<file path="config.mk">
export PLATFORM = sky130hd
export DESIGN_NAME = parking_gate_ctrl
export DESIGN_NICKNAME = d
export VERILOG_FILES = /design/src/rtl/parking_pkg.sv /design/src/rtl/occupancy_counter.sv /design/src/rtl/parking_gate_ctrl.sv
export SDC_FILE = /design/constraint.sdc
export NUM_CORES = 1
export LEC_CHECK = 0
export BUFFER_PORTS_ARGS = -buffer_cell sky130_fd_sc_hd__clkbuf_2
export CELL_PAD_IN_SITES_DETAIL_PLACEMENT = 1
export CELL_PAD_IN_SITES_GLOBAL_PLACEMENT = 2
export CORE_ASPECT_RATIO = 1.75
export CORE_MARGIN = 1.5
export CORE_UTILIZATION = 26
export CTS_BUF_LIST = sky130_fd_sc_hd__clkbuf_16
export DETAILED_ROUTE_END_ITERATION = 10
export PLACE_DENSITY = 0.86
export SLEW_MARGIN = 20
export SYNTH_ARGS = -nofsm -noshare
export SYNTH_HDL_FRONTEND = slang
export SYNTH_SLANG_ARGS = --single-unit
</file>
<file path="constraint.sdc">
create_clock -name clk -period 2.6 [get_ports clk]
set_clock_uncertainty 0.05 [all_clocks]
set_input_delay 0.13 -clock clk [delete_from_list [all_inputs] [get_ports clk]]
set_output_delay 0.13 -clock clk [all_outputs]
set_load 0.02 [all_outputs]
</file>
<file path="src/rtl/parking_pkg.sv">
// Shared types and defaults for the parking entrance gate controller.
package parking_pkg;

  typedef enum logic [1:0] {
    IDLE     = 2'd0,
    WAIT_PIN = 2'd1,
    OPEN     = 2'd2,
    BLOCK    = 2'd3
  } gate_state_e;

  localparam logic [7:0] DEFAULT_CORRECT_PIN = 8'h49;

endpackage

</file>
<file path="src/rtl/occupancy_counter.sv">
// Up/down counter saturating at 0 and MAX; a simultaneous inc and dec cancel.
module occupancy_counter #(
  parameter int MAX = 4,
  parameter int CW  = $clog2(MAX + 1)
) (
  input  logic          clk,
  input  logic          reset,
  input  logic          inc,
  input  logic          dec,
  output logic [CW-1:0] count,
  output logic          full
);

  logic [CW-1:0] r_count;

  always_ff @(posedge clk) begin
    if (reset)
      r_count <= '0;
    else if (inc && !dec && r_count != CW'(MAX))
      r_count <= r_count + CW'(1);
    else if (dec && !inc && r_count != '0)
      r_count <= r_count - CW'(1);
  end

  assign count = r_count;
  assign full  = (r_count == CW'(MAX));

endmodule

</file>
<file path="src/rtl/parking_gate_ctrl.sv">
// PIN-gated parking entrance with tailgate block and lot occupancy tracking.
// Optional WAIT_PIN abandon timer enabled by defining PARKING_PIN_TIMEOUT_EN.
module parking_gate_ctrl
  import parking_pkg::*;
#(
  parameter int               PIN_W        = 8,
  parameter logic [PIN_W-1:0] CORRECT_PIN  = PIN_W'(DEFAULT_CORRECT_PIN),
  parameter int               MAX_ATTEMPTS = 3,
  parameter int               CAPACITY     = 4,
  parameter int               PIN_TIMEOUT  = 16
) (
  input  logic                         clk,
  input  logic                         reset,
  input  logic                         sensor_entrance,
  input  logic                         sensor_exit,
  input  logic                         sensor_depart,
  input  logic                         pin_valid,
  input  logic [PIN_W-1:0]             input_password,
  output logic                         gate_open,
  output logic                         gate_close,
  output logic                         alarm_wrong_pin,
  output logic                         alarm_block,
  output logic                         lot_full,
  output logic [$clog2(CAPACITY+1)-1:0] occupancy
);

  localparam int OCC_W = $clog2(CAPACITY + 1);
  localparam int ATT_W = $clog2(MAX_ATTEMPTS + 1);

  if (MAX_ATTEMPTS < 1 || CAPACITY < 1 || PIN_TIMEOUT < 1) begin : g_bad_param
    $error("parking_gate_ctrl: MAX_ATTEMPTS, CAPACITY and PIN_TIMEOUT must be >= 1");
  end

  gate_state_e      r_state, w_state_nxt;
  logic [ATT_W-1:0] r_attempts, w_attempts_nxt, w_att_inc;
  logic             r_alarm, w_alarm_nxt;
  logic             w_tailgate, w_pin_ok, w_lot_full, w_occ_inc;

  assign w_tailgate = sensor_entrance && sensor_exit;
  assign w_pin_ok   = pin_valid && (input_password == CORRECT_PIN);
  assign w_occ_inc  = (r_state == OPEN) && sensor_exit;

`ifdef PARKING_PIN_TIMEOUT_EN
  localparam int TMR_W = $clog2(PIN_TIMEOUT + 1);
  logic [TMR_W-1:0] r_timer, w_timer_nxt;

  always_ff @(posedge clk) begin
    if (reset) r_timer <= '0;
    else       r_timer <= w_timer_nxt;
  end
`endif

  always_ff @(posedge clk) begin
    if (reset) begin
      r_state    <= IDLE;
      r_attempts <= '0;
      r_alarm    <= 1'b0;
    end else begin
      r_state    <= w_state_nxt;
      r_attempts <= w_attempts_nxt;
      r_alarm    <= w_alarm_nxt;
    end
  end

  always_comb begin
    w_state_nxt    = r_state;
    w_attempts_nxt = r_attempts;
    w_alarm_nxt    = r_alarm;
    w_att_inc      = r_attempts + ATT_W'(1);
`ifdef PARKING_PIN_TIMEOUT_EN
    w_timer_nxt    = r_timer;
`endif
    case (r_state)
      IDLE: begin
        if (w_tailgate)
          w_state_nxt = BLOCK;
        else if (sensor_entrance && !w_lot_full) begin
          w_state_nxt = WAIT_PIN;
`ifdef PARKING_PIN_TIMEOUT_EN
          w_timer_nxt = '0;
`endif
        end
      end
      WAIT_PIN: begin
        if (w_tailgate) begin
          w_state_nxt    = BLOCK;
          w_attempts_nxt = '0;
        end else if (w_pin_ok) begin
          w_state_nxt    = OPEN;
          w_attempts_nxt = '0;
          w_alarm_nxt    = 1'b0;
        end else if (pin_valid) begin
          // Alarm is sticky; the counter restarts so the next burst is counted afresh.
          if (w_att_inc == ATT_W'(MAX_ATTEMPTS)) begin
            w_alarm_nxt    = 1'b1;
            w_attempts_nxt = '0;
          end else begin
            w_attempts_nxt = w_att_inc;
          end
`ifdef PARKING_PIN_TIMEOUT_EN
          w_timer_nxt = '0;
        end else if (r_timer == TMR_W'(PIN_TIMEOUT - 1)) begin
          w_state_nxt    = IDLE;
          w_attempts_nxt = '0;
        end else begin
          w_timer_nxt = r_timer + TMR_W'(1);
`endif
        end
      end
      OPEN: begin
        if (sensor_exit)
          w_state_nxt = sensor_entrance ? BLOCK : IDLE;
      end
      BLOCK: begin
        if (w_pin_ok) begin
          w_state_nxt = IDLE;
          w_alarm_nxt = 1'b0;
        end
      end
      default: w_state_nxt = IDLE;
    endcase
  end

  occupancy_counter #(.MAX(CAPACITY), .CW(OCC_W)) u_occ (
    .clk   (clk),
    .reset (reset),
    .inc   (w_occ_inc),
    .dec   (sensor_depart),
    .count (occupancy),
    .full  (w_lot_full)
  );

  assign lot_full        = w_lot_full;
  assign gate_open       = (r_state == OPEN);
  assign gate_close      = ~gate_open;
  assign alarm_block     = (r_state == BLOCK);
  assign alarm_wrong_pin = r_alarm;

endmodule

</file>
# Word level (Yosys, flattened, before mapping)
# Cells that the tools add are included.
classes:
  add_sub_neg: 3
  mul: 0
  div: 0
  n_lt_le_gt_ge: 0
  n_eq_ne: 14
  n_shift: 0
  mux: 20
  bitwise_logic: 1
  reduce_logical: 19
op_table:
  columns: ["cell", "count"]
  rows:
  - ["$mux 2", 11]
  - ["$ne 3x3->1 const B", 5]
  - ["$eq 8x7->1 const B", 1]
  - ["$logic_and 1x1->1", 8]
  - ["$pmux 2 s4", 1]
  - ["$eq 2x2->1 const B", 3]
  - ["$mux 3", 2]
  - ["$reduce_bool 3->1", 2]
  - ["$mux 1", 5]
  - ["$reduce_and 5->1", 1]
  - ["$ne 2x2->1 const B", 2]
  - ["$reduce_and 4->1", 1]
  - ["$reduce_bool 2->1", 2]
  - ["$add 3x1->3 const B", 1]
  - ["$eq 3x3->1 const B", 1]
  - ["$logic_not 1->1", 3]
  - ["$sub 3x1->3 const B", 1]
  - ["$add 2x1->2 const B", 1]
  - ["$eq 2x1->1 const B", 1]
  - ["$logic_not 2->1", 1]
  - ["$ne 2x1->1 const B", 1]
  - ["$pmux 1 s2", 1]
  - ["$reduce_and 2->1", 1]
  - ["$not 1->1", 1]
word_totals:
  reg_bits: 8
  latch_bits: 0
  mem_bits_rw: 0
  rom_bits: 0
  memories: 0

# Logic depth before layout (Yosys ltp)
# Gate-level depths: netlist of the first run.
logic_depth:
  word_depth: 7
  ltp_mapped: 8

# By module
# Synthesis of the first run repeated with hierarchy kept, for this count alone.
unflattened:
  hier_cells: 61
  hier_area_um2: 553.0
modules_own_cells:
  columns: ["module", "instances", "cells_per_inst", "area_per_inst_um2", "seq_area_each_um2"]
  rows:
  - ["parking_gate_ctrl", 1, 39, 337.8, 100.1]
  - ["occupancy_counter", 1, 22, 215.2, 60.1]

# Least setup slack after synthesis of the first run
# No wires, ideal clock.
synth_path:
  path_kind: "flip-flop to flip-flop"
  from: "reg u_occ.r_count[0], in the netlist u_occ.count[0]"
  to: "reg u_occ.r_count[2], in the netlist u_occ.count[2]"
  setup_time_ns: 0.070
  arrival_ns: 2.092
  path_slack_ns: 0.388
  path_stages_with_launch: 9
  n_path_buf: 0
  synth_period_minus_slack_ns: 2.212
  path_cell_list: "dfxtp_1 > nor2_1 > nand2_1 > inv_1 > or3_1 > fa_1 > nor4bb_1 > o21bai_1 > a21oi_1"
synth_between:
  elab_chain_cells: 3
  word_cells_on_any_way: 9
synth_lines:
  columns: ["item", "line", "text"]
  rows:
  - ["from (decl)", "occupancy_counter.sv:14", "logic [CW-1:0] r_count;"]
  - ["from (signal assigned)", "occupancy_counter.sv:20", "r_count <= r_count + CW'(1);"]
  - ["from (signal assigned)", "occupancy_counter.sv:22", "r_count <= r_count - CW'(1);"]
  - ["$sub 3x1->3, or another cell as far along", "occupancy_counter.sv:22", null]
  - ["$mux 3, or another cell as far along", "occupancy_counter.sv:21", "else if (dec && !inc && r_count != '0)"]
  - ["$mux 3 / $reduce_bool 2->1 (equally long branches)", null, null]
# Parallel ways exist; a longest one is shown, timed or not. The select of a mux whose other input is x is not followed.
# A chain may end at the register's enable or synchronous reset.

# Final worst setup path of the first run
# Ends and elaborated chain as after synthesis.

==> out/results.txt, run 1 <==
status - finished clean
Worst VDD drop - 0.000539 V
CP Capture Type - register
layout cells sized above 1 - 32.6%
critical path fanouts, max - 6
WP buf/inv - 1
most frequent cells in the layout - clkbuf_2, dfxtp_1, nand2_1, or3_1, a21oi_1
fin worst setup slack - 0.454 ns
Final period util - 82.5%
CP max stage cell - dfxtp_1
CP Data Required Time - 2.71 ns
Mapped Nets - 83
via count - 602
hold endpoint - u_occ.count[0]
H-Tree Depth - 1
synthesized cell area - 594 µm²
Data arrival, critical path - 2.26 ns
# diodes - 0
Vias/cell - 5.33
worst-margin pin slew - 0.370 ns
Cell Chain, Critical Path - nor2_1, nand2_1, inv_1, or3_1, fa_1, nor4bb_1, o21bai_1, a21oi_1
cell count of the worst reg-to-reg path - 8
CP peak stage delay - 0.43 ns
sequential share of power - 29.2%
Power Dens Cells - 639 mW/mm²
power share of the clock group - 52.2%
Die ar. - 0.00259 mm²
Routed wire per std cell - 12.8 µm
crit path kind - reg2reg
initial core utilization - 28.0%
RSZ-0062 raised after global routing - no
multi-input logic area - 387 µm²
fill count - 269
chip width - 39.1 µm
Hold Path Stages - 2
Die Y - 66.2 µm
DR pass1 iterations - 4
Gate power share - 18.7%
Synth cell types - 38
antenna violations before repair - 0
Final Net Count - 106
r2r setup slk - 0.45 ns
Switch Pwr - 0.123 mW
CTS tree - done
Largest delay share family, worst path - simple AND/OR/NAND/NOR gates
cells after synthesis - 68
Leak - 0.347 nW
worst hold path class - in2reg
Post-DP HPWL - 1.18 mm
largest net degree at the start of global routing - 12
Total GRT Usage - 12.9%
drt initial violations - 7
Ports - 22
# DRC - 0
commonest non-fill, non-tap cell in the layout - clkbuf_2
post-CTS setup buffers - 0
core box area - 0.00212 mm²
Slew Viols, Final - 0
Final GP Congestion - 0.738
vias in the first global route - 601
Synth Area per Inst - 8.74 µm²
final wirelength - 1.45 mm
Rel. slew slack - 75.3%
MaxCap Viol Count - 0
ANT nets after route - 0
worst r2r src - u_occ.count[0]
Seq cells post-synth - 8
YS warnings - 0
Port Buffers - 21
fin crit period - 2.15 ns
number of synthesized flops with an enable pin - 0
R2R Path End - u_occ.count[2]
Final Hold Violating Endpoints - 0
ys flop type - dfxtp_1
Rows - 22
Internal - 0.373 mW
FFs w/ async S/R, synth - 0%
switching share of total power - 24.7%
grt total ovfl - 0
worst skew pair latency - 0.23 ns
Min Hold Slack - 0.140 ns
Inserted Clock Buffers - 3
clock root buffer - clkbuf_16
Sink Count - 8
CTS-repair resized insts - 0
worst slack at placement - 0.435 ns
Max Fclk - 466 MHz
first-pass GRT wire length - 2.44 mm
crit start category - register
CTS Hold Bufs - 0
final cell utilization of the core - 36.6%
sequential share of the synthesized area - 26.9%
final setup violation count - 0
Hold Path Origin - reset
Seq. cell area - 160 µm²
CTS max path bufs - 2
clk slew on worst S/H paths - 0.04 ns
Tot Pwr - 0.496 mW
TNS Setup - 0 ns
Area Growth Syn to Fin - 30.5%
-- power groups by stage --
stage               combinational (mW)  clock [mW]  sequential, mW
finish                          0.0925       0.258           0.144
detailed placement              0.0934           0           0.147
CTS                             0.0940       0.259           0.145
global placement                0.0915           0           0.146
global route                     0.105       0.266           0.147
floorplan                       0.0642           0           0.146
-- kinds of logic (layout without fill, tap and decap cells) --
| logic type | after synthesis | in the layout | share of synthesized area (%) |
|---|---|---|---|
| multiplexers | 1 | 1 | 1.68 |
| AND/OR/NAND/NOR | 28 | 28 | 31.2 |
| XOR/XNOR | 3 | 3 | 5.69 |
| flip-flops | 8 | 8 | 26.9 |
| AO/OA/AOI/OAI | 20 | 20 | 23.2 |
| buffers and inverters | 7 | 28 | 8.00 |
| adder cells (fa/ha/maj) | 1 | 1 | 3.37 |
-- stage by stage --
stage	area (µm²)	std cells
6_report	776	113
5_1_grt	776	113
4_1_cts	776	113
3_5_place_dp	701	110
3_3_place_gp	701	110
2_1_floorplan	594	68
-- registers in the layout, summed over array words and instances, names as in the netlist --
name,flops
r_state,2
u_occ.count,3
r_attempts,2
alarm_wrong_pin,1
-- worst max path at each step --
stage	from	end	slack, ns	depth (start not counted)
detailed placement	u_occ.count[0]	u_occ.count[2]	0.43	8
global route	u_occ.count[0]	u_occ.count[2]	0.25	8
global placement	u_occ.count[0]	u_occ.count[2]	0.43	8
floorplan	u_occ.count[0]	u_occ.count[2]	0.39	8
finish	u_occ.count[0]	u_occ.count[2]	0.45	8
CTS	u_occ.count[0]	u_occ.count[2]	0.43	8
-- cells in the mapped netlist (2+ instances only) --
library cell,number,area [µm²]
nand2_1,5,18.8
nor2_1,3,11.3
dfxtp_1,8,160
a21oi_1,5,25.0
nor3b_1,2,15.0
o21ai_0,2,10.0
nand3b_1,2,15.0
or3_1,5,31.3
a211oi_1,3,22.5
nor2b_1,2,12.5
inv_1,3,11.3
a311oi_1,2,17.5
-- routing by layer --
layer	wire, µm	track usage, %	vias to the layer above
met4	30	5.60	0
met2	790	23.8	20
met3	84	2.69	4
li1	-	-	292
met5	0	0	-
met1	545	13.0	286
-- worst register-to-register path: stages (launching register included) --
cell	delay (ns)
dfxtp_1	0.43
nor2_1	0.14
nand2_1	0.11
inv_1	0.06
or3_1	0.36
fa_1	0.42
nor4bb_1	0.28
o21bai_1	0.10
a21oi_1	0.13
-- cell type report --
| class | count | share of cell area (%) |
|---|---|---|
| inverter | 3 | 1.45 |
| multi-input combinational | 53 | 49.8 |
| tap | 24 | 3.87 |
| sequential | 8 | 20.6 |
| timing repair buffer | 22 | 14.5 |
| clock buffer | 3 | 9.68 |
Power figures use the tool's default switching activity.
==> inputs of run 2 (changes only) <==
==> constraint.sdc (replaced) <==
create_clock -name clk -period 2.24 [get_ports clk]
set_clock_uncertainty 0.05 [all_clocks]
set_input_delay 0.112 -clock clk [delete_from_list [all_inputs] [get_ports clk]]
set_output_delay 0.112 -clock clk [all_outputs]
set_load 0.02 [all_outputs]
==> run 2 against run 1 <==
  * Critical path depth did not move
  * Largest power group unchanged
  * Die area unchanged
  * Routed wire length increased by 4.2%
  * Maximum frequency up 7.4%
  * Sequential share of layout area down 0.74 points
  * Critical path type unchanged
  * Worst hold slack got worse by 0.022 ns
  * Core utilization grew 1.4 points
  * Combinational power increased by 34%
  * Non-clock buffer count is 3 higher
  * Register-to-register slack worse by 0.21 ns
==> out/results.txt, run 2 (synthesis results as in run 1) <==
status - finished clean
most frequent cells in the layout - clkbuf_2, dfxtp_1, nand2_1, or3_1, a21oi_1
MaxCap Viol Count - 0 (unchanged)
Ports - 22 (unchanged)
Internal - 0.440 mW (+18%)
vias in the first global route - 629 (+4.7%)
Post-DP HPWL - 1.22 mm (+3.1%)
Final Hold Violating Endpoints - 0 (unchanged)
worst skew pair latency - 0.23 ns (about the same)
DR pass1 iterations - 4 (unchanged)
CP peak stage delay - 0.43 ns (about the same)
grt total ovfl - 0 (unchanged)
Final Net Count - 109 (+2.8%)
via count - 603 (+0.17%)
core box area - 0.00212 mm² (unchanged)
worst-margin pin slew - 0.396 ns (+0.0266 ns)
Inserted Clock Buffers - 3 (unchanged)
antenna violations before repair - 0 (unchanged)
TNS Setup - 0 ns (unchanged)
Area Growth Syn to Fin - 35.4%
Rows - 22 (unchanged)
ANT nets after route - 0 (unchanged)
fin crit period - 2.00 ns (-0.147 ns)
final wirelength - 1.51 mm (+4.2%)
Die ar. - 0.00259 mm² (unchanged)
Leak - 0.364 nW (+4.8%)
Final period util - 89.2% (+6.7 points)
layout cells sized above 1 - 35.9% (+3.3 points)
post-CTS setup buffers - 0 (unchanged)
clock root buffer - clkbuf_16
Slew Viols, Final - 0 (unchanged)
Final GP Congestion - 0.785 (+6.4%)
sequential share of power - 27.4% (-1.8 points)
Sink Count - 8 (unchanged)
crit start category - register
worst hold path class - in2reg
Routed wire per std cell - 13.0 µm (+1.5%)
Switch Pwr - 0.147 mW (+20%)
met2 WL post-DR - 833 µm (+5.4%)
Data arrival, critical path - 2.11 ns (-0.15 ns)
Total GRT Usage - 14.3% (+1.3 points)
switching share of total power - 25.1% (+0.33 points)
critical path fanouts, max - 4 (-2)
Port Buffers - 21 (unchanged)
RSZ-0062 raised after global routing - no
clk slew on worst S/H paths - 0.04 ns (about the same)
drt initial violations - 3 (-4)
power share of the clock group - 51.5% (-0.7 points)
CP Data Required Time - 2.35 ns (-0.36 ns)
final setup violation count - 0 (unchanged)
CTS tree - done
Largest delay share family, worst path - simple AND/OR/NAND/NOR gates
CTS max path bufs - 2 (unchanged)
first-pass GRT wire length - 2.52 mm (+3.4%)
chip width - 39.1 µm (unchanged)
initial core utilization - 28.0% (unchanged)
crit path kind - reg2reg
# DRC - 0 (unchanged)
Rel. slew slack - 73.2% (-2.1 points)
Gate power share - 21.1% (+2.4 points)
final cell utilization of the core - 38.0% (+1.4 points)
Max Fclk - 500 MHz (+7.4%)
Power Dens Cells - 730 mW/mm² (+14%)
CP max stage cell - fa_1
H-Tree Depth - 1 (unchanged)
M1 wire length - 550 µm (+0.92%)
Worst VDD drop - 0.000355 V (-34%)
commonest non-fill, non-tap cell in the layout - clkbuf_2
# diodes - 0 (unchanged)
Max Used Layer - met4
CP Capture Type - register
met3 wire length - 71 µm (-15%)
Vias/cell - 5.20 (-2.4%)
Die Y - 66.2 µm (unchanged)
WP buf/inv - 1 (unchanged)
max reg flops - 3 (unchanged)
Cell Chain, Critical Path - nor2_1, nand2_1, inv_1, or3_1, fa_1, nor4bb_2, o21bai_1, a21oi_1
largest net degree at the start of global routing - 12 (unchanged)
-- run 2: cell count changes in the layout (fill, tap and decap cells not counted), sizes merged --
cell,previous run,this run
buf,1,4
-- run 2: final cells by class --
| type | instances | area [µm²] |
|---|---|---|
| Inverter | 3 | 11.3 |
| Multi-Input combinational cell | 53 | 393 |
| Timing Repair Buffer | 25 | 135 |
| Clock buffer | 3 | 75.1 |
| Sequential cell | 8 | 160 |
| Tap cell | 24 | 30.0 |
| Fill cell | 259 | 1320 |
-- run 2: path summary, 6_finish.rpt --
| kind | from | end | slack (ns) | cells after the start |
|---|---|---|---|---|
| worst max-delay path | u_occ.count[1] | u_occ.count[2] | 0.24 | 8 |
| worst min-delay path | reset | u_occ.count[0] | 0.12 | 2 |
| worst max register to register | u_occ.count[1] | u_occ.count[2] | 0.24 | 8 |
| worst min register to register | r_attempts[1] | r_attempts[1] | 0.42 | 2 |
-- run 2: routing by layer --
| metal | GRT usage (%) | up-vias |
|---|---|---|
| li1 | - | 297 |
| met1 | 12.4 | 278 |
| met2 | 25.4 | 22 |
| met3 | 2.69 | 6 |
| met4 | 12.1 | 0 |
| met5 | 0 | - |
-- run 2: stage by stage --
stage / setup WS (ns) / power, mW / std cells / instance area (µm²) / hold WS [ns]
floorplan: 0.0282 / 0.245 / 68 / 594 / 0.219
global placement: 0.334 / 0.283 / 113 / 723 / 0.367
detailed placement: 0.250 / 0.287 / 113 / 723 / 0.370
CTS: 0.188 / 0.595 / 116 / 798 / 0.125
global route: 0.0553 / 0.614 / 116 / 805 / 0.139
finish: 0.241 / 0.588 / 116 / 805 / 0.118
-- run 2: power by group through the flow --
stage / sequential (mW) / clock (mW) / combinational, mW
3_5_place_dp: 0.163 / 0 / 0.124
4_1_cts: 0.161 / 0.309 / 0.125
6_report: 0.161 / 0.303 / 0.124
2_1_floorplan: 0.170 / 0 / 0.0746
5_1_grt: 0.162 / 0.313 / 0.140
3_3_place_gp: 0.162 / 0 / 0.120
-- run 2: what timing repair did --
item	in CTS	in global routing
endpoints found under the setup margin	0	1
hold buffers	0	0
gates resized for setup	0	1
